## src/rtl/fetch_unit_pkg.sv

```systemverilog
// Shared types and constants for the fetch stage: core state codes, decoder
// group indices, PC update phases and the WB-last qualifier.
package fetch_unit_pkg;

  localparam int          PC_WIDTH_DEF   = 10;
  localparam logic [15:0] NOP_OPCODE_DEF = 16'h0000;

  localparam int STATE_COUNT = 3;

  typedef enum logic [STATE_COUNT-1:0] {
    STATE_RESET = 3'd0,
    STATE_IF    = 3'd1,
    STATE_ID    = 3'd2,
    STATE_EX    = 3'd3,
    STATE_MEM   = 3'd4,
    STATE_WB    = 3'd5
  } core_state_t;

  localparam int GROUP_COUNT        = 8;
  localparam int GROUP_TWO_CYCLE_WB = 5;

  typedef enum logic [1:0] {
    PC_HOLD,
    PC_STEP,
    PC_REDIRECT
  } pc_phase_t;

  // Two-cycle writeback groups only finish on their second WB cycle.
  function automatic logic is_wb_last(
    input core_state_t            state,
    input logic [GROUP_COUNT-1:0] group,
    input logic                   cycle_count
  );
    return (state == STATE_WB) && !(group[GROUP_TWO_CYCLE_WB] && !cycle_count);
  endfunction

endpackage

```

## src/rtl/fetch_unit_if.sv

```systemverilog
// Program memory read port: word address and read strobe from the fetch
// stage, asynchronous read data back from memory.
interface fetch_unit_if
  import fetch_unit_pkg::*;
#(
  parameter int PC_WIDTH = PC_WIDTH_DEF
);

  logic [PC_WIDTH-1:0] pm_addr;
  logic                pm_rd;
  logic [15:0]         pm_data;

  modport master (
    output pm_addr,
    output pm_rd,
    input  pm_data
  );

  modport slave (
    input  pm_addr,
    input  pm_rd,
    output pm_data
  );

endinterface

```

## src/rtl/fetch_unit_pc_next.sv

```systemverilog
// Next program counter: increment during IF, jump redirection at WB-last,
// otherwise hold. All arithmetic wraps modulo 2^PC_WIDTH.
module fetch_unit_pc_next
  import fetch_unit_pkg::*;
#(
  parameter int PC_WIDTH = PC_WIDTH_DEF
) (
  input  logic [PC_WIDTH-1:0] pc,
  input  pc_phase_t           phase,
  input  logic                jump_abs,
  input  logic                jump_rel,
  input  logic [PC_WIDTH-1:0] jump_target,
  input  logic [11:0]         jump_offset,
  output logic [PC_WIDTH-1:0] pc_next
);

  localparam int EXT_W = (PC_WIDTH > 12) ? PC_WIDTH : 12;

  logic [PC_WIDTH-1:0] pc_inc;
  logic [PC_WIDTH-1:0] pc_rel;

  assign pc_inc = pc + PC_WIDTH'(1);

  // Offset is sign-extended before the add; the sum is then truncated so a
  // backward jump below zero wraps to the top of program memory.
  assign pc_rel = PC_WIDTH'(EXT_W'(pc) + EXT_W'(signed'(jump_offset)));

  always_comb begin
    pc_next = pc;
    unique case (phase)
      PC_STEP: pc_next = pc_inc;
      PC_REDIRECT: begin
        if (jump_abs) begin
          pc_next = jump_target;
        end else if (jump_rel) begin
          pc_next = pc_rel;
        end
      end
      default: pc_next = pc;
    endcase
  end

endmodule

```

## src/rtl/fetch_unit.sv

```systemverilog
// Instruction fetch stage: owns the PC and instruction register, fetches one
// word per IF and applies jumps and skips at the last WB cycle.
module fetch_unit
  import fetch_unit_pkg::*;
#(
  parameter int          PC_WIDTH   = PC_WIDTH_DEF,
  parameter logic [15:0] NOP_OPCODE = NOP_OPCODE_DEF
) (
  input  logic                   clk,
  input  logic                   reset,
  input  core_state_t            state,
  input  logic                   cycle_count,
  input  logic [GROUP_COUNT-1:0] opcode_group,
  fetch_unit_if.master           pm,
  input  logic                   jump_abs,
  input  logic                   jump_rel,
  input  logic [PC_WIDTH-1:0]    jump_target,
  input  logic [11:0]            jump_offset,
  input  logic                   skip_req,
  output logic [PC_WIDTH-1:0]    pc,
  output logic [15:0]            instr,
  output logic                   instr_squashed
);

  logic                if_cycle;
  logic                wb_last;
  logic                skip_pending;
  pc_phase_t           phase;
  logic [PC_WIDTH-1:0] pc_nxt;

  assign if_cycle = (state == STATE_IF);
  assign wb_last  = is_wb_last(state, opcode_group, cycle_count);

  assign pm.pm_addr = pc;
  assign pm.pm_rd   = if_cycle;

  always_comb begin
    phase = PC_HOLD;
    if (if_cycle) begin
      phase = PC_STEP;
    end else if (wb_last) begin
      phase = PC_REDIRECT;
    end
  end

  fetch_unit_pc_next #(
    .PC_WIDTH(PC_WIDTH)
  ) u_pc_next (
    .pc         (pc),
    .phase      (phase),
    .jump_abs   (jump_abs),
    .jump_rel   (jump_rel),
    .jump_target(jump_target),
    .jump_offset(jump_offset),
    .pc_next    (pc_nxt)
  );

  always_ff @(posedge clk or posedge reset) begin
    if (reset) begin
      pc <= '0;
    end else begin
      pc <= pc_nxt;
    end
  end

  // A pending skip turns the next fetched slot into a NOP; any jump at the
  // same WB-last wins and drops the skip request.
  always_ff @(posedge clk or posedge reset) begin
    if (reset) begin
      instr          <= NOP_OPCODE;
      instr_squashed <= 1'b0;
      skip_pending   <= 1'b0;
    end else if (if_cycle) begin
      if (skip_pending) begin
        instr          <= NOP_OPCODE;
        instr_squashed <= 1'b1;
        skip_pending   <= 1'b0;
      end else begin
        instr          <= pm.pm_data;
        instr_squashed <= 1'b0;
      end
    end else if (wb_last && skip_req && !jump_abs && !jump_rel) begin
      skip_pending <= 1'b1;
    end
  end

endmodule

```

## src/flat_wrapper.sv

```systemverilog
// flat-port wrapper written by rule: the top's interface ports become plain ports
module fetch_unit_flat import fetch_unit_pkg::*;
#(
  parameter int          PC_WIDTH   = PC_WIDTH_DEF,
  parameter logic [15:0] NOP_OPCODE = NOP_OPCODE_DEF
)
  (clk, reset, state, cycle_count, opcode_group, jump_abs, jump_rel, jump_target, jump_offset, skip_req, pc, instr, instr_squashed, pm_pm_addr, pm_pm_rd, pm_pm_data);
  fetch_unit_if #(.PC_WIDTH(PC_WIDTH)) pm_i ();
  input  logic clk;
  input  logic reset;
  input  core_state_t state;
  input  logic cycle_count;
  input  logic [GROUP_COUNT-1:0] opcode_group;
  input  logic jump_abs;
  input  logic jump_rel;
  input  logic [PC_WIDTH-1:0] jump_target;
  input  logic [11:0] jump_offset;
  input  logic skip_req;
  output logic [PC_WIDTH-1:0] pc;
  output logic [15:0] instr;
  output logic instr_squashed;
  output wire logic [$bits(pm_i.pm_addr)-1:0] pm_pm_addr;
  output wire logic [$bits(pm_i.pm_rd)-1:0] pm_pm_rd;
  input wire logic [$bits(pm_i.pm_data)-1:0] pm_pm_data;
  assign pm_pm_addr = pm_i.pm_addr;
  assign pm_pm_rd = pm_i.pm_rd;
  assign pm_i.pm_data = pm_pm_data;
  fetch_unit #(.PC_WIDTH(PC_WIDTH), .NOP_OPCODE(NOP_OPCODE)) u_core (.clk(clk), .reset(reset), .state(state), .cycle_count(cycle_count), .opcode_group(opcode_group), .pm(pm_i), .jump_abs(jump_abs), .jump_rel(jump_rel), .jump_target(jump_target), .jump_offset(jump_offset), .skip_req(skip_req), .pc(pc), .instr(instr), .instr_squashed(instr_squashed));
endmodule
```

## config.mk

```make
export PLATFORM = sky130hd
export DESIGN_NAME = fetch_unit_flat
export DESIGN_NICKNAME = d
export VERILOG_FILES = /design/src/rtl/fetch_unit_pkg.sv /design/src/rtl/fetch_unit_if.sv /design/src/rtl/fetch_unit_pc_next.sv /design/src/rtl/fetch_unit.sv /design/src/flat_wrapper.sv
export SDC_FILE = /design/constraint.sdc
export NUM_CORES = 1
export LEC_CHECK = 0
export CORE_MARGIN = 2
export CORE_UTILIZATION = 25
export DETAILED_ROUTE_END_ITERATION = 10
export GPL_ROUTABILITY_DRIVEN = 0
export RECOVER_POWER = 25
export SETUP_SLACK_MARGIN = 0.05
export SYNTH_ARGS = -nofsm -noshare
export SYNTH_HDL_FRONTEND = slang
export SYNTH_SLANG_ARGS = --single-unit
```

## constraint.sdc

```tcl
create_clock -name clk -period 3.58 [get_ports clk]
set_input_delay 0.716 -clock clk [delete_from_list [all_inputs] [get_ports clk]]
set_output_delay 0.716 -clock clk [all_outputs]
set_load 0.05 [all_outputs]
```

After elaboration in Yosys (flattened, before gate mapping)
Index checks and enable logic that the tools add are counted.
Word-level totals
  output and inout port bits: 38
  word-level logic and storage cells: 32
  input bits: 55
  register bits: 28
Operators by class
  reductions and logical operators: 12
  equal/unequal tests: 5
  add/subtract/negate cells: 2
  multiplexer cells: 9
Operators by type and width (count)
  $mux W10: 2
  $pmux W10 S2: 1
  $mux W16: 1
  $add A10 B1 Y10 const B: 1
  $add A10 B10 Y10: 1
  $logic_and A1 B1 Y1: 5
  $logic_not A1 Y1: 4
  $mux W2: 2
  $reduce_bool A2 Y1: 2
  $eq A3 B1 Y1 const B: 1
  $eq A3 B3 Y1 const B: 1
  $mux W1: 3
  $ne A3 B3 Y1 const B: 1
  $eq A2 B1 Y1 const B: 1
  $eq A2 B2 Y1 const B: 1
  $reduce_and A2 Y1: 1

Longest topological paths before layout
Gate-level depths: netlist of the first run.
  depth after elaboration: 9
  mapped depth: 7

By module
From an unflattened synthesis of the first run, not the netlist that was laid out.
Unflattened totals
  cell total of the unflattened synthesis: 253
  area total of the unflattened synthesis: 2174.6 um2
Modules (own cells, without submodules)
  fetch_unit: cells each 101, area each 1161.1 um2, instances 1
  fetch_unit_pc_next: cells each 152, area each 1013.5 um2, instances 1

Least setup slack after synthesis of the first run
No wires, ideal clock.
  path type: in2out
  start point: input port state[2]
  end point: output port pm_pm_rd
  setup slack: 0.982 ns
  stages on the path: 3
  buffers on the path: 1
  data required time: 2.864 ns
  arrival time: 1.882 ns
  cells stage by stage: or3b_4 inv_2 buf_1
Between the ends
  cells in the longest elaborated chain, start to end: 1
Ends and longest elaborated chain
  start, declared: RTL line flat_wrapper.sv:11  | input core_state_t state;
  $eq A3 B1 Y1: RTL line fetch_unit.sv:31  | assign if_cycle = (state == STATE_IF);
  end, declared: RTL line flat_wrapper.sv:23  | output wire logic [$bits(pm_i.pm_rd)-1:0] pm_pm_rd;
No other way between the ends.

Worst setup path after layout of the first run
Ends and elaborated chain as after synthesis.

==> results of run 1 <==
## layer usage
metal | GRT usage [%] | vias up
met2 | 21.6 | 52
li1 | - | 936
met3 | 3.04 | 0
met4 | 0.758 | 0
met1 | 18.3 | 893
met5 | 0 | -
## sequential cells by signal, summed over array words and instances (netlist names)
name and flops:
u_core.instr 16, u_core.skip_pending 1, u_core.pc 10, u_core.instr_squashed 1
## path summary, 6_finish.rpt
path                       cells after the start        startpoint               end  slack [ps]
min reg2reg                                    2  u_core.instr[10]  u_core.instr[10]         470
max in group asynchronous                      3             reset  u_core.instr[12]        1300
min in group asynchronous                      3             reset      u_core.pc[0]        1390
min                                            2  u_core.instr[10]  u_core.instr[10]         470
max                                            4          state[2]          pm_pm_rd         710
max reg2reg                                    6      u_core.pc[4]      u_core.pc[9]        1260
## cell families after synthesis
family / after synthesis / share of synthesized area [%]
flops: 28 / 36.5
xor+xnor: 7 / 3.19
compound gates: 49 / 17.9
fa+ha+maj: 11 / 7.56
simple gates: 98 / 26.1
mux: 3 / 1.63
buf+inv: 27 / 7.23
## stage by stage
step           instances  power, mW  setup slack, ps  instance area (um^2)  utilization, %
6_report             394       2.08              709                  2870            39.2
5_1_grt              394       2.22              637                  2870            39.2
4_1_cts              394       2.09              700                  2870            39.2
3_5_place_dp         390       1.83              660                  2800            38.2
3_3_place_gp         390       1.82              669                  2800            38.2
2_1_floorplan        223       1.47              982                  1920               -
## area by class of cell
cell class | instances | area, um^2
fill | 753 | 4460
tap | 99 | 124
inverter | 9 | 33.8
clock inverter | 1 | 30.0
sequential | 28 | 701
multi-input combinational | 168 | 1080
timing repair buffer | 86 | 860
clock buffer | 3 | 41.3
## placed cells by master (no fill, tap or decap), types with 3 or more instances in the layout
cell,count
sky130_fd_sc_hd__clkdlybuf4s50_1,81
sky130_fd_sc_hd__nand2_1,43
sky130_fd_sc_hd__dfrtp_1,28
sky130_fd_sc_hd__nand3b_1,16
sky130_fd_sc_hd__a21oi_1,14
sky130_fd_sc_hd__nor2_1,13
sky130_fd_sc_hd__ha_1,10
sky130_fd_sc_hd__o21ai_0,9
sky130_fd_sc_hd__inv_1,8
sky130_fd_sc_hd__nand3_1,7
sky130_fd_sc_hd__xor2_1,6
sky130_fd_sc_hd__a32oi_1,4
sky130_fd_sc_hd__a211oi_1,3
sky130_fd_sc_hd__nand4_1,3
sky130_fd_sc_hd__clkbuf_8,3
## power by group through the flow
stage	Combinational (mW)	Sequential (mW)	Clock [mW]
after detailed placement	1.30	0.532	0
after CTS	1.30	0.528	0.262
after global placement	1.29	0.529	0
final	1.30	0.524	0.252
after global routing	1.39	0.547	0.276
after floorplan	0.685	0.785	0
## tightest hold or removal path, cell delays in order (launching register included)
cell and delay (ps):
sky130_fd_sc_hd__dfrtp_1 350, sky130_fd_sc_hd__nand2_1 50, sky130_fd_sc_hd__nand2_1 50
==> run summary, run 1 <==
crit end category: output pin
static power due to leakage: 1.22 nW
area delta synth->final: 49.4%
CTS Hold Bufs: 0
Setup Crit Path Kind: input pin to output pin
syn nets: 289
htree depth: 1
cell accounting for the most synthesized area: sky130_fd_sc_hd__dfrtp_1
cell internal pwr: 1.02 mW
most area-consuming cells after synthesis: sky130_fd_sc_hd__dfrtp_1 (36%), sky130_fd_sc_hd__nand2_1 (8.4%), sky130_fd_sc_hd__ha_1 (6.5%)
count of standard-cell rows: 31
maxcap violations: 1
class of the worst hold path: flip-flop to flip-flop
Root Buffer Master: sky130_fd_sc_hd__clkbuf_8
full die area: 8400 um^2
sequential fraction of the synthesis area: 36.5%
buffers inserted by post-CTS timing repair: 0
count of vias placed by the detailed router: 1,881
Seq pwr share: 25.2%
run status: complete, but fails checks
diode insertion count for antenna repair: 0
power per standard cell area: 723 nW/um^2
x dimension of the die: 91.7 um
pin count of the biggest net entering global routing: 29
Slowest Stage Delay on Critical Path: 560 ps
Bufs and invs on worst path: 3
met3 wirelength from detailed routing: 266 um
library cell with the highest instance count after synthesis: sky130_fd_sc_hd__nand2_1
maximum clock frequency: 0.348 GHz
antenna violations before repair: 0
predominant post-synthesis flop cell: sky130_fd_sc_hd__dfrtp_1
number of buffers created by CTS: 3
post-route antenna net violation count: 0
share of post-route cells with drive strength above 1: 5.42%
insertion delay to the later sink of the worst-skew pair: 280 ps
first-iteration detailed-routing DRC count: 53
number of enable-type register cells in the synthesized netlist: 0
Max Fanout on Critical Path: 23
worst slew slack as a fraction of its limit: -1.76%
Slowest-stage cell, CP: sky130_fd_sc_hd__or3b_4
Distinct cells, synth: 50
total routed wire length on the met1 layer: 2630 um
buffer depth of the longest clock path: 2
number of sinks on the clock net: 28
post-synthesis area per instance: 8.61 um^2
Yosys warning total: 0
crit path DAT: 2160 ps
number of cells produced by synthesis: 223
clock skew: 5.37 ps
area share of the largest cell type after synthesis: 36.5%
wire length of the first global-routing pass: 9000 um
number of max-slew violations in the final report: 29
P_sw: 1.05 mW
Residual DRC: 0
Synth top cells by count: sky130_fd_sc_hd__nand2_1 (43), sky130_fd_sc_hd__dfrtp_1 (28), sky130_fd_sc_hd__nand3b_1 (16), sky130_fd_sc_hd__a21oi_1 (14), sky130_fd_sc_hd__nor2_1 (13)
Critical Path, Cell by Cell: clkdlybuf4s50_1 -> or3b_4 -> inv_2 -> buf_12
total negative slack: 0 ps
starting density of the core: 26.2%
first-pass iteration count of the detailed router: 4
Crit path required time: 2860 ps
violated checks: max-capacitance violations, max-slew violations
Post-Synthesis Cell Area: 1920 um^2
global-route total usage across every layer: 13.1%
kind of cell adding the most delay to the critical path: buffers and inverters
share of synthesized flip-flops with an asynchronous set or reset: 100%
Worst Tran Pin Value: 1530 ps
setup repair after global routing missed its margin: false
via count of the first global-routing pass: 1,826
post_cts resized: 0
final count of negative-setup-slack endpoints: 0
Avg Vias per Cell: 4.77
number of flip-flops and latches in the synthesized netlist: 28
time the final worst path needs with I/O delays and setup: 2870 ps
Hold Slack: 472 ps
portion of the clock cycle consumed by the worst path in the final layout: 80.2%
clock tree from TritonCTS: built
number of top-level design ports: 93
worst ir drop on vdd: 377 uV
# port buffers: 83
# nets final: 362
met2 WL post-DR: 2600 um
final global-route overflow total: 0
Core Region: 7330 um^2
clock power share: 12.2%
Wirelength per Cell: 14.0 um
top metal layer carrying routed signals: met3
Hold Violations, Final: 0
kind of launch point of the worst setup path: input pin
die span in y: 91.7 um
clock slew at reported path FFs: 100 ps
switching part of the total power: 50.7%
total half-perimeter wirelength after legalization and detailed placement: 4090 um
Final Routed Wirelength: 5500 um
Combinational Power Share: 62.6%
Power figures use the tool's default switching activity.
==> run 2: changes to the inputs <==
Clock period 3.58 ns to 2.5 ns, I/O delays scaled along.
==> run 2 against run 1 <==
Effect of this change:
- the run still ends with max-capacitance violations, max-slew violations left
- worst setup slack worse by 550 ps
- sequential power up 38%
- clock-buffer cell count unchanged
- register-to-register slack worse by 930 ps
- sequential cell count unchanged
- hold slack about the same
- highest routed layer is now met4
- die area unchanged
- cell count up 3.3%
- total power up 50%
- largest cell class unchanged
- clock power up 43%
- utilization up 1.4 points
==> run summary, run 2 (synthesis results as in run 1) <==
worst ir drop on vdd: 571 uV
area delta synth->final: 54.9%
antenna violations before repair: 0
Root Buffer Master: sky130_fd_sc_hd__clkbuf_8
kind of launch point of the worst setup path: input pin
clock tree from TritonCTS: built
number of top-level design ports: 93
commonest non-fill, non-tap cells in the layout: sky130_fd_sc_hd__clkdlybuf4s50_1 (82), sky130_fd_sc_hd__nand2_1 (43), sky130_fd_sc_hd__dfrtp_1 (28)
number of max-slew violations in the final report: 29
starting density of the core: 26.2%
power per standard cell area: 1040 nW/um^2
CTS Hold Bufs: 0
Setup Crit Path Kind: input pin to output pin
Residual DRC: 0
wire length of the first global-routing pass: 9340 um
count of vias placed by the detailed router: 1,905
maximum clock frequency: 0.428 GHz
run status: complete, but fails checks
post-route antenna net violation count: 0
clock skew: 8.10 ps
number of buffers created by CTS: 3
Worst Tran Pin Value: 1540 ps
Core Region: 7330 um^2
portion of the clock cycle consumed by the worst path in the final layout: 93.5%
# nets final: 375
flip-flop count of the largest register, all copies and words added: 16
time the final worst path needs with I/O delays and setup: 2340 ps
Most flops, register: u_core.instr
first-iteration detailed-routing DRC count: 90
count of standard-cell rows: 31
Crit path required time: 2000 ps
share of post-route cells with drive strength above 1: 9.74%
class of the worst hold path: flip-flop to flip-flop
dpl cell area: 2900 um^2
leading registers by flop count: u_core.instr x16, u_core.pc x10
maxcap violations: 1
setup repair after global routing missed its margin: false
Wirelength per Cell: 14.0 um
final count of negative-setup-slack endpoints: 0
buffer depth of the longest clock path: 2
Max Fanout on Critical Path: 10
crit end category: output pin
number of sinks on the clock net: 28
leading cell type in the layout, fill and taps excluded: sky130_fd_sc_hd__clkdlybuf4s50_1
power after layout: 3.11 mW
Hold Violations, Final: 0
violated checks: max-capacitance violations, max-slew violations
# port buffers: 83
crit path DAT: 1840 ps
final global-route overflow total: 0
die span in y: 91.7 um
static power due to leakage: 1.29 nW
total half-perimeter wirelength after legalization and detailed placement: 4340 um
Final Routed Wirelength: 5710 um
insertion delay to the later sink of the worst-skew pair: 280 ps
summed area of non-filler cells in the final layout: 2980 um^2
global-route total usage across every layer: 13.7%
diode insertion count for antenna repair: 0
clock slew at reported path FFs: 90 ps
via count of the first global-routing pass: 1,884
x dimension of the die: 91.7 um
pin count of the biggest net entering global routing: 29
full die area: 8400 um^2
htree depth: 1
first-pass iteration count of the detailed router: 4
Avg Vias per Cell: 4.68
worst slew slack as a fraction of its limit: -2.68%
## run 2: cell count changes in the layout (fill, tap and decap cells not counted)
cell,change
sky130_fd_sc_hd__dlygate4sd3_1,-1
sky130_fd_sc_hd__o311ai_1,-1
sky130_fd_sc_hd__clkdlybuf4s50_1,+1
sky130_fd_sc_hd__buf_4,+13
sky130_fd_sc_hd__o311ai_2,+1
## run 2: final cells by class
cell class                      instances  area (um^2)
Clock inverter                          1         30.0
Tap cell                               99          124
Inverter                                9         33.8
Timing Repair Buffer                   99          957
Fill cell                             742         4360
Multi-Input combinational cell        168         1090
Clock buffer                            3         41.3
Sequential cell                        28          701
## run 2: final timing paths
check | start | to | slack [ps] | cells past startpoint
worst min-delay path | u_core.instr[14] | u_core.instr[14] | 470 | 2
worst min register to register | u_core.instr[14] | u_core.instr[14] | 470 | 2
min in group asynchronous | reset | u_core.instr[6] | 1040 | 3
max in group asynchronous | reset | u_core.pc[7] | 550 | 3
worst max register to register | u_core.pc[0] | u_core.pc[6] | 330 | 7
worst max-delay path | state[2] | pm_pm_rd | 160 | 5
## run 2: metal layers
metal  vias up  GRT usage, %  part of all wire (%)
met5         -             0                     0
met4         0          1.64                  0.30
met3         2          2.88                   4.8
met2        51          23.0                    47
met1       889          18.6                    48
li1        963             -                     -
## run 2: timing repair
item,in CTS,in global routing
endpoints found under the setup margin,0,1
resized for setup,0,1
setup buffers,0,0
## run 2: where the power goes
group / internal (mW) / total, mW / switching (mW)
Clock: 0.215 / 0.361 / 0.146
Sequential: 0.568 / 0.722 / 0.154
Combinational: 0.784 / 2.02 / 1.24
Total: 1.57 / 3.11 / 1.54
## run 2: metrics by stage
step	utilization (%)	hold WS [ps]	cells	worst slack, ps	setup TNS (ps)
floorplan	-	565	223	196	0
global placement	39.6	449	403	-83.7	-163
detailed placement	39.6	455	403	-111	-250
CTS	40.5	478	407	168	0
global route	40.6	499	407	103	0
finish	40.6	472	407	163	0
## run 2: critical path, stage by stage
cell and delay [ps]:
sky130_fd_sc_hd__clkdlybuf4s50_1 460, sky130_fd_sc_hd__or3b_4 460, sky130_fd_sc_hd__inv_2 80, sky130_fd_sc_hd__buf_4 180, sky130_fd_sc_hd__buf_12 150
==> patch (flow settings as in run 2) <==
Reset style: synchronous (`reset`), changed in 2 clocked blocks. Comments in the files are not updated.
--- a/src/rtl/fetch_unit.sv
+++ b/src/rtl/fetch_unit.sv
@@ -55,7 +55,7 @@
     .pc_next    (pc_nxt)
   );
 
-  always_ff @(posedge clk or posedge reset) begin
+  always_ff @(posedge clk) begin
     if (reset) begin
       pc <= '0;
     end else begin
@@ -65,7 +65,7 @@
 
   // A pending skip turns the next fetched slot into a NOP; any jump at the
   // same WB-last wins and drops the skip request.
-  always_ff @(posedge clk or posedge reset) begin
+  always_ff @(posedge clk) begin
     if (reset) begin
       instr          <= NOP_OPCODE;
       instr_squashed <= 1'b0;
Check against the original RTL: differs if reset is asserted again (counterexample within 4 cycles, from zero or initial values and one cycle with reset high); with reset held inactive, the same outputs for 10 cycles.
==> patch against run 2 <==
Design area decreased by 7.2%. Core utilization about the same. Worst setup slack got worse by 0.0013 ns. Synthesized area decreased by 8.7%. Routed wire length decreased by 12%. Sequential cell count unchanged. Count of clock-buffer cells in the layout increased by 1.
Power is not compared: it rests on default switching activity, and its combinational part moved more than twofold at a synthesized area within 25%.
==> patch: results (changes against run 2) <==
vias=1795 (-5.8%); setup slack, reg-to-reg=0.45 ns (+0.12 ns); Avg Synthesized Cell Area=8.56 µm² (-0.64%); layout cells sized above 1=8.36% (-1.4 points); hold_ws=0.465 ns (-0.00694 ns); pre-CTS setup slack=-0.179 ns (-0.0687 ns); Fin Clk Skew=0.00627 ns (-0.00183 ns); global-route wire length before repair=8000 µm (-14%); largest net degree at the start of global routing=17 (-41%); Async SR Flop Fraction=0% (-100 points); Slew Limit Headroom=30.8% (+34 points); worst reg2reg path startpoint=u_core.pc[1]; Detailed Place HPWL=4020 µm (-7.3%); RR Endpoint=u_core.pc[9]; Worst Setup SP=state[1]; worst hold start=u_core.instr_squashed; Tot GR Track Use=12.6% (-1.1 points); Seq/Total Area, Yosys=32.0% (-4.5 points); CP max FO=7 (-3); Final nets=354 (-5.6%); CP max stage delay=0.55 ns (+0.09 ns); Finished Core Util=40.6% (about the same); DR WL/cell=13.1 µm (-6.7%); Synth top cells by count=dfxtp_1, a22o_1, nand2_1; Hold Path End=u_core.instr_squashed; routed vias/inst=4.69 (+0.13%); vias in the first global route=1731 (-8.1%); CP max stage cell=dlygate4sd3_1; reg2reg path depth=6 (-1); Netlist cell types=48 (-4.0%); dpl cell area=2700 µm² (-7.0%); status=finished, final reports clean
patch: cell count changes after synthesis, sizes merged, moves of 14 or more:
cell / before / now
nand2: 43 / 15
dfrtp: 28 / 0
a22o: 0 / 16
nand3b: 16 / 2
dfxtp: 0 / 28
patch: power by group:
group,leakage (nW),internal [W],total [W],switching [W]
clock network,0.0288,0.000141,0.000282,0.000141
registers,0.227,0.000462,0.000479,0.0000172
logic,0.822,0.000161,0.000342,0.000182
patch: logic make-up after synthesis:
logic type                 after synthesis  synth area share (%)
and+or+nand+nor                         67                  20.2
DFF                                     28                  32.0
adders and majority gates               11                  8.27
xor gates and xnor gates                 7                  3.50
buffers and inverters                   24                  7.85
AOI/OAI and AO/OA                       63                  25.4
muxes                                    5                  2.85
patch: how the worst max path moves through the flow:
stage | to | slack (ns) | cells after the start
after global placement | u_core.pc[8] | -0.16 | 8
after detailed placement | u_core.pc[8] | -0.18 | 8
after CTS | u_core.pc[8] | 0.11 | 8
after global routing | u_core.pc[8] | 0.03 | 8
final | pm_pm_rd | 0.16 | 5
after floorplan | u_core.pc[8] | 0.33 | 7
patch: what timing repair did:
item / CTS / global route
buffers inserted: 0 / 0
resized for setup: 0 / 1
setup endpoints to repair: 0 / 1
patch: per-layer routing:
metal,track usage [%],up-vias,wire length (µm)
met2,21.5,65,2270
met4,2.52,0,25
met5,0,-,0
met3,1.51,4,359
met1,17.2,802,2360
li1,-,924,-
patch: area by class of cell:
cell class	count	area share (%)
tap	96	4.35
sequential	28	20.3
timing repair buffer	96	34.0
inverter	6	0.816
clock buffer	4	1.99
multi-input combinational	153	38.5
patch: worst min-delay path, cell delays in order, from the launching register on:
cell	delay (ns)
dfxtp_1	0.32
nand2_1	0.05
a21oi_1	0.05
